$ cat config.mk
export PLATFORM = sky130hd
export DESIGN_NAME = universal_shift_register
export DESIGN_NICKNAME = d
export VERILOG_FILES = /design/src/rtl/usr_pkg.sv /design/src/rtl/usr_step.sv /design/src/rtl/universal_shift_register.sv
export SDC_FILE = /design/constraint.sdc
export NUM_CORES = 1
export LEC_CHECK = 0
export BUFFER_PORTS_ARGS = -buffer_cell sky130_fd_sc_hd__buf_4
export CORE_MARGIN = 4
export CORE_UTILIZATION = 40
export DETAILED_ROUTE_END_ITERATION = 12
export GPL_ROUTABILITY_DRIVEN = 0
export SETUP_SLACK_MARGIN = 0.02
export SYNTH_ARGS = -nofsm -noshare
export SYNTH_HDL_FRONTEND = slang
export SYNTH_SLANG_ARGS = --single-unit
$ cat constraint.sdc
create_clock -name clock -period 1.89 [get_ports clock]
set_input_delay 0.0945 -clock clock [delete_from_list [all_inputs] [get_ports clock]]
set_output_delay 0.0945 -clock clock [all_outputs]
set_load 0.02 [all_outputs]
$ cat src/rtl/usr_pkg.sv
// Shared encodings for the universal shift register: step operations and control FSM states.
package usr_pkg;

  localparam int unsigned OP_W = 2;

  typedef enum logic [OP_W-1:0] {
    OP_ROR = 2'b00,
    OP_ROL = 2'b01,
    OP_SHR = 2'b10,
    OP_SHL = 2'b11
  } op_e;

  typedef enum logic {
    ST_IDLE = 1'b0,
    ST_RUN  = 1'b1
  } state_e;

endpackage

$ cat src/rtl/usr_step.sv
// Combinational single-bit step of the shift register: rotate or shift one position in either direction.
import usr_pkg::*;

module usr_step #(
  parameter int unsigned WIDTH = 8
) (
  input  logic [WIDTH-1:0] q,
  input  op_e              op,
  input  logic             sin,
  output logic [WIDTH-1:0] q_next
);

  always_comb begin
    q_next = q;
    case (op)
      OP_ROR:  q_next = {q[0], q[WIDTH-1:1]};
      OP_ROL:  q_next = {q[WIDTH-2:0], q[WIDTH-1]};
      OP_SHR:  q_next = {sin, q[WIDTH-1:1]};
      OP_SHL:  q_next = {q[WIDTH-2:0], sin};
      default: q_next = q;
    endcase
  end

endmodule

$ cat src/rtl/universal_shift_register.sv
// Universal shift register with parallel load and multi-step rotate/shift operations;
// the first step happens on the edge that samples start, the rest are sequenced by a small FSM.
import usr_pkg::*;

module universal_shift_register #(
  parameter int unsigned      WIDTH       = 8,
  parameter logic [WIDTH-1:0] RESET_VALUE = {1'b1, {(WIDTH-1){1'b0}}},
  localparam int unsigned     AMT_W       = $clog2(WIDTH + 1)
) (
  input  logic             clock,
  input  logic             reset,
  input  logic             load,
  input  logic [WIDTH-1:0] d,
  input  logic             start,
  input  logic [1:0]       op,
  input  logic [AMT_W-1:0] amount,
  input  logic             sin,
  output logic [WIDTH-1:0] q,
  output logic             busy,
  output logic             done
);

  state_e           state;
  state_e           state_next;
  logic [AMT_W-1:0] remaining;
  logic [AMT_W-1:0] remaining_next;
  op_e              op_lat;
  op_e              op_lat_next;
  op_e              step_op;
  logic [WIDTH-1:0] step_q;
  logic [WIDTH-1:0] q_next;
  logic             done_next;
  logic             multi_step;

  assign multi_step = (amount >= AMT_W'(2));

  usr_step #(
    .WIDTH (WIDTH)
  ) u_step (
    .q      (q),
    .op     (step_op),
    .sin    (sin),
    .q_next (step_q)
  );

  // State register
  always_ff @(posedge clock) begin
    if (reset) begin
      state <= ST_IDLE;
    end else begin
      state <= state_next;
    end
  end

  // Next-state logic; load always returns to IDLE
  always_comb begin
    state_next = state;
    if (load) begin
      state_next = ST_IDLE;
    end else begin
      case (state)
        ST_IDLE: if (start && multi_step) state_next = ST_RUN;
        ST_RUN:  if (remaining == AMT_W'(1)) state_next = ST_IDLE;
        default: state_next = ST_IDLE;
      endcase
    end
  end

  // Datapath next values; in RUN the latched op is used and start/op/amount are ignored
  always_comb begin
    q_next         = q;
    remaining_next = remaining;
    op_lat_next    = op_lat;
    done_next      = 1'b0;
    step_op        = op_e'(op);
    if (load) begin
      q_next         = d;
      remaining_next = '0;
    end else begin
      case (state)
        ST_IDLE: begin
          if (start) begin
            op_lat_next    = op_e'(op);
            remaining_next = multi_step ? (amount - AMT_W'(1)) : '0;
            done_next      = !multi_step;
            if (amount != '0) q_next = step_q;
          end
        end
        ST_RUN: begin
          step_op        = op_lat;
          q_next         = step_q;
          remaining_next = remaining - AMT_W'(1);
          done_next      = (remaining == AMT_W'(1));
        end
        default: begin
          remaining_next = '0;
        end
      endcase
    end
  end

  // Registered datapath and outputs
  always_ff @(posedge clock) begin
    if (reset) begin
      q         <= RESET_VALUE;
      remaining <= '0;
      op_lat    <= OP_ROR;
      done      <= 1'b0;
      busy      <= 1'b0;
    end else begin
      q         <= q_next;
      remaining <= remaining_next;
      op_lat    <= op_lat_next;
      done      <= done_next;
      busy      <= (state_next == ST_RUN);
    end
  end

endmodule

==> flow_summary.ini <==
[pwr]
clkPwrFrac_pct = 27.7
swShare_pct = 29.9
pwr_density_cell_mw_per_mm2 = 651
leakage_uw = 0.000547
ir_drop_mv = 0.547
intPower_uw = 588
p_comb_share_pct = 26.9
p_sw_uw = 251
p_seq_share_pct = 45.4

[timing]
clock-skew-final_ns = 0.00812
holdWs_ns = 0.0473
finalSetupViolCount = 0
worst_slack_ns = 0.347
slew_headroom_pct = 73.7
rsz0062_at_grt = no
drv_slew = 0
hold_viol = 0
fin_crit_ns = 1.54
period_share_pct = 81.7
fmaxAchievable_mhz = 648
worst_pin_slew_ns = 0.392
setup_tns_ns = 0

[setup_path]
crit_family = multiplexers
slowest_delay_ns = 0.38
startpoint_type = register
rr_endpoint = q[3]
crit_buf_inv = 1
r2r-start = busy
ff2ff_setup_slack_ns = 0.35
path_class = register to register
cp-end-kind = register
arrival_ns = 1.72
path_cells = nand2b_2 > mux2i_1 > buf_4 > mux2_2 > o211ai_1 > a21oi_1
critPathRequiredTime_ns = 2.07
worst_path_max_delay_cell = dfxtp_1
ff2ff_path_depth = 6
cp_max_fo = 11
worstSetupPathDepth = 6

[floorplanning]
die_h_um = 58.3
rows = 17
die_w_um = 58.3
die_area_mm2 = 0.00340
io_pins = 29
start_util_pct = 44.0
core_mm2 = 0.00230

[synthesis]
synth_top_cell_area_share_pct = 31.7
syn_nets = 145
syn_avg_cell_area_um2 = 8.36
synth.area.top_cells = dfxtp_1 (32%), mux2_2 (7.8%), ha_1 (6.2%)
synth_top_area_cell = dfxtp_1
synth_area_mm2 = 0.00101
synth_cell_type_count = 32
synth_seq_cells = 16
ys_warn_count = 0
postSynthCellCount = 121
seq_area_frac_synth_pct = 31.7

[detailed_routing]
via_per_inst = 5.35
drtIter0Drc = 23
drc_errors = 0
wl_mm = 2.46
ant_nets = 0
via_count = 952
wl_per_cell_um = 13.8
dr.pass1.iters = 4

[clock_network]
cts_root_buf = clkbuf_4
cts_resized = 0
clk-insertion-delay-late_ns = 0.29
cts_tree = done
htreeDepth = 1
ctsHoldBuffers = 0
clk_path_buf_depth = 2
cts_buffers = 3
post_cts_buffers = 0
cts_sinks = 16
clkTransAtPathRegs_ns = 0.10

[worst_hold_path]
hp-class = input port to register
whs_path_depth = 3
min_from = op[1]
whs_endpoint = op_lat[1]

[global_routing]
grt-ovfl-total = 0
antenna_found_initial = 0
grt_pass1_wl_mm = 4.13
grt_max_degree = 27
grt_pass1_vias = 899
grt_util_all_layers_pct = 15.5

[placed_design]
place_ws_ns = 0.251
dp_hpwl_mm = 1.83
portBuffers = 28

[layout]
layout-drive-gt1-share_pct = 30.0
area_growth_pct = 27.5
layout.nets = 175
final_util_pct = 56.1
antennaDiodeCount = 0

[run_status]
run_status = finished, final reports clean

[run]
maxCapViolCount = 0
==> per-layer routing <==
metal	share of wire [%]	GRT usage (%)
met1	54	23.5
met2	41	21.7
met3	3.3	2.90
met4	1.2	4.97
met5	0	0
==> layout by cell type, fill, tap and decap left out, types with 3 or more instances in the layout <==
master	instances
buf_4	32
dfxtp_1	16
nor2_1	12
a21oi_1	10
inv_1	7
nand2_1	7
mux2_2	7
nor3_1	7
mux2i_1	6
o211ai_1	5
ha_1	5
a211oi_1	4
nand2b_1	3
nor2b_1	3
clkbuf_4	3
==> tightest hold or removal path: cells and delay by family <==
kind,cells,cell delay (ns)
mux,1,0.06
buf+inv,1,0.08
simple gates,1,0.07
==> area by class of cell <==
type	count	area (µm²)
well taps	28	35.0
fillers	234	1010
flip-flops and latches	16	320
clock buffers	4	36.3
multi-input cells	91	631
repair buffers	32	240
inverters	7	26.3
==> how the worst max path moves through the flow <==
stage          start  slack [ns]            to
6_report        busy        0.35          q[3]
5_1_grt         busy        0.22  remaining[2]
4_1_cts         busy        0.34     op_lat[1]
3_5_place_dp    load        0.25          q[3]
3_3_place_gp    load        0.28          q[5]
2_1_floorplan   busy        0.16          q[3]
==> stage by stage <==
step                      std cells  total power [µW]  area (µm²)
final                           178               839        1290
after global routing            178               895        1290
after CTS                       178               849        1290
after detailed placement        174               614        1250
after global placement          174               612        1250
after floorplan                 121               526        1010
==> power groups by stage <==
stage | combinational (µW) | clock, µW | sequential (µW)
2_1_floorplan | 121 | 0 | 404
3_3_place_gp | 223 | 0 | 389
3_5_place_dp | 226 | 0 | 388
4_1_cts | 227 | 242 | 381
5_1_grt | 250 | 260 | 385
6_report | 226 | 232 | 381
==> cell usage after synthesis <==
library cell / n
nand3_1: 1
mux2_2: 7
dfxtp_1: 16
o21ai_0: 2
a211oi_2: 1
or2b_1: 2
nand2b_2: 1
o22ai_1: 1
nor3_1: 7
a21oi_1: 10
xnor2_1: 1
nor3b_1: 1
buf_6: 1
inv_1: 7
clkbuf_1: 5
nor2_1: 12
nand3b_1: 2
a2111oi_0: 2
nand2b_1: 3
buf_1: 1
o211ai_1: 5
nor2b_1: 3
o41ai_1: 1
mux2i_1: 6
a32oi_1: 1
a211oi_1: 4
a31oi_1: 2
ha_1: 5
a22oi_1: 1
a211o_1: 2
nand2_1: 7
nor4_1: 1
==> sequential cells by signal, indices dropped and copies added (netlist names) <==
name       flops
done           1
q              8
busy           1
op_lat         2
remaining      4
==> logic make-up after synthesis <==
logic type               after synthesis  synth area share [%]
XOR/XNOR                               1                 0.866
AO/OA/AOI/OAI                         32                  21.7
AND/OR/NAND/NOR                       40                  19.9
adder cells (fa/ha/maj)                5                  6.19
multiplexers                          13                  13.7
flip-flops                            16                  31.7
buffers and inverters                 14                  5.94
Note: power is estimated with default switching activity, not from simulation.
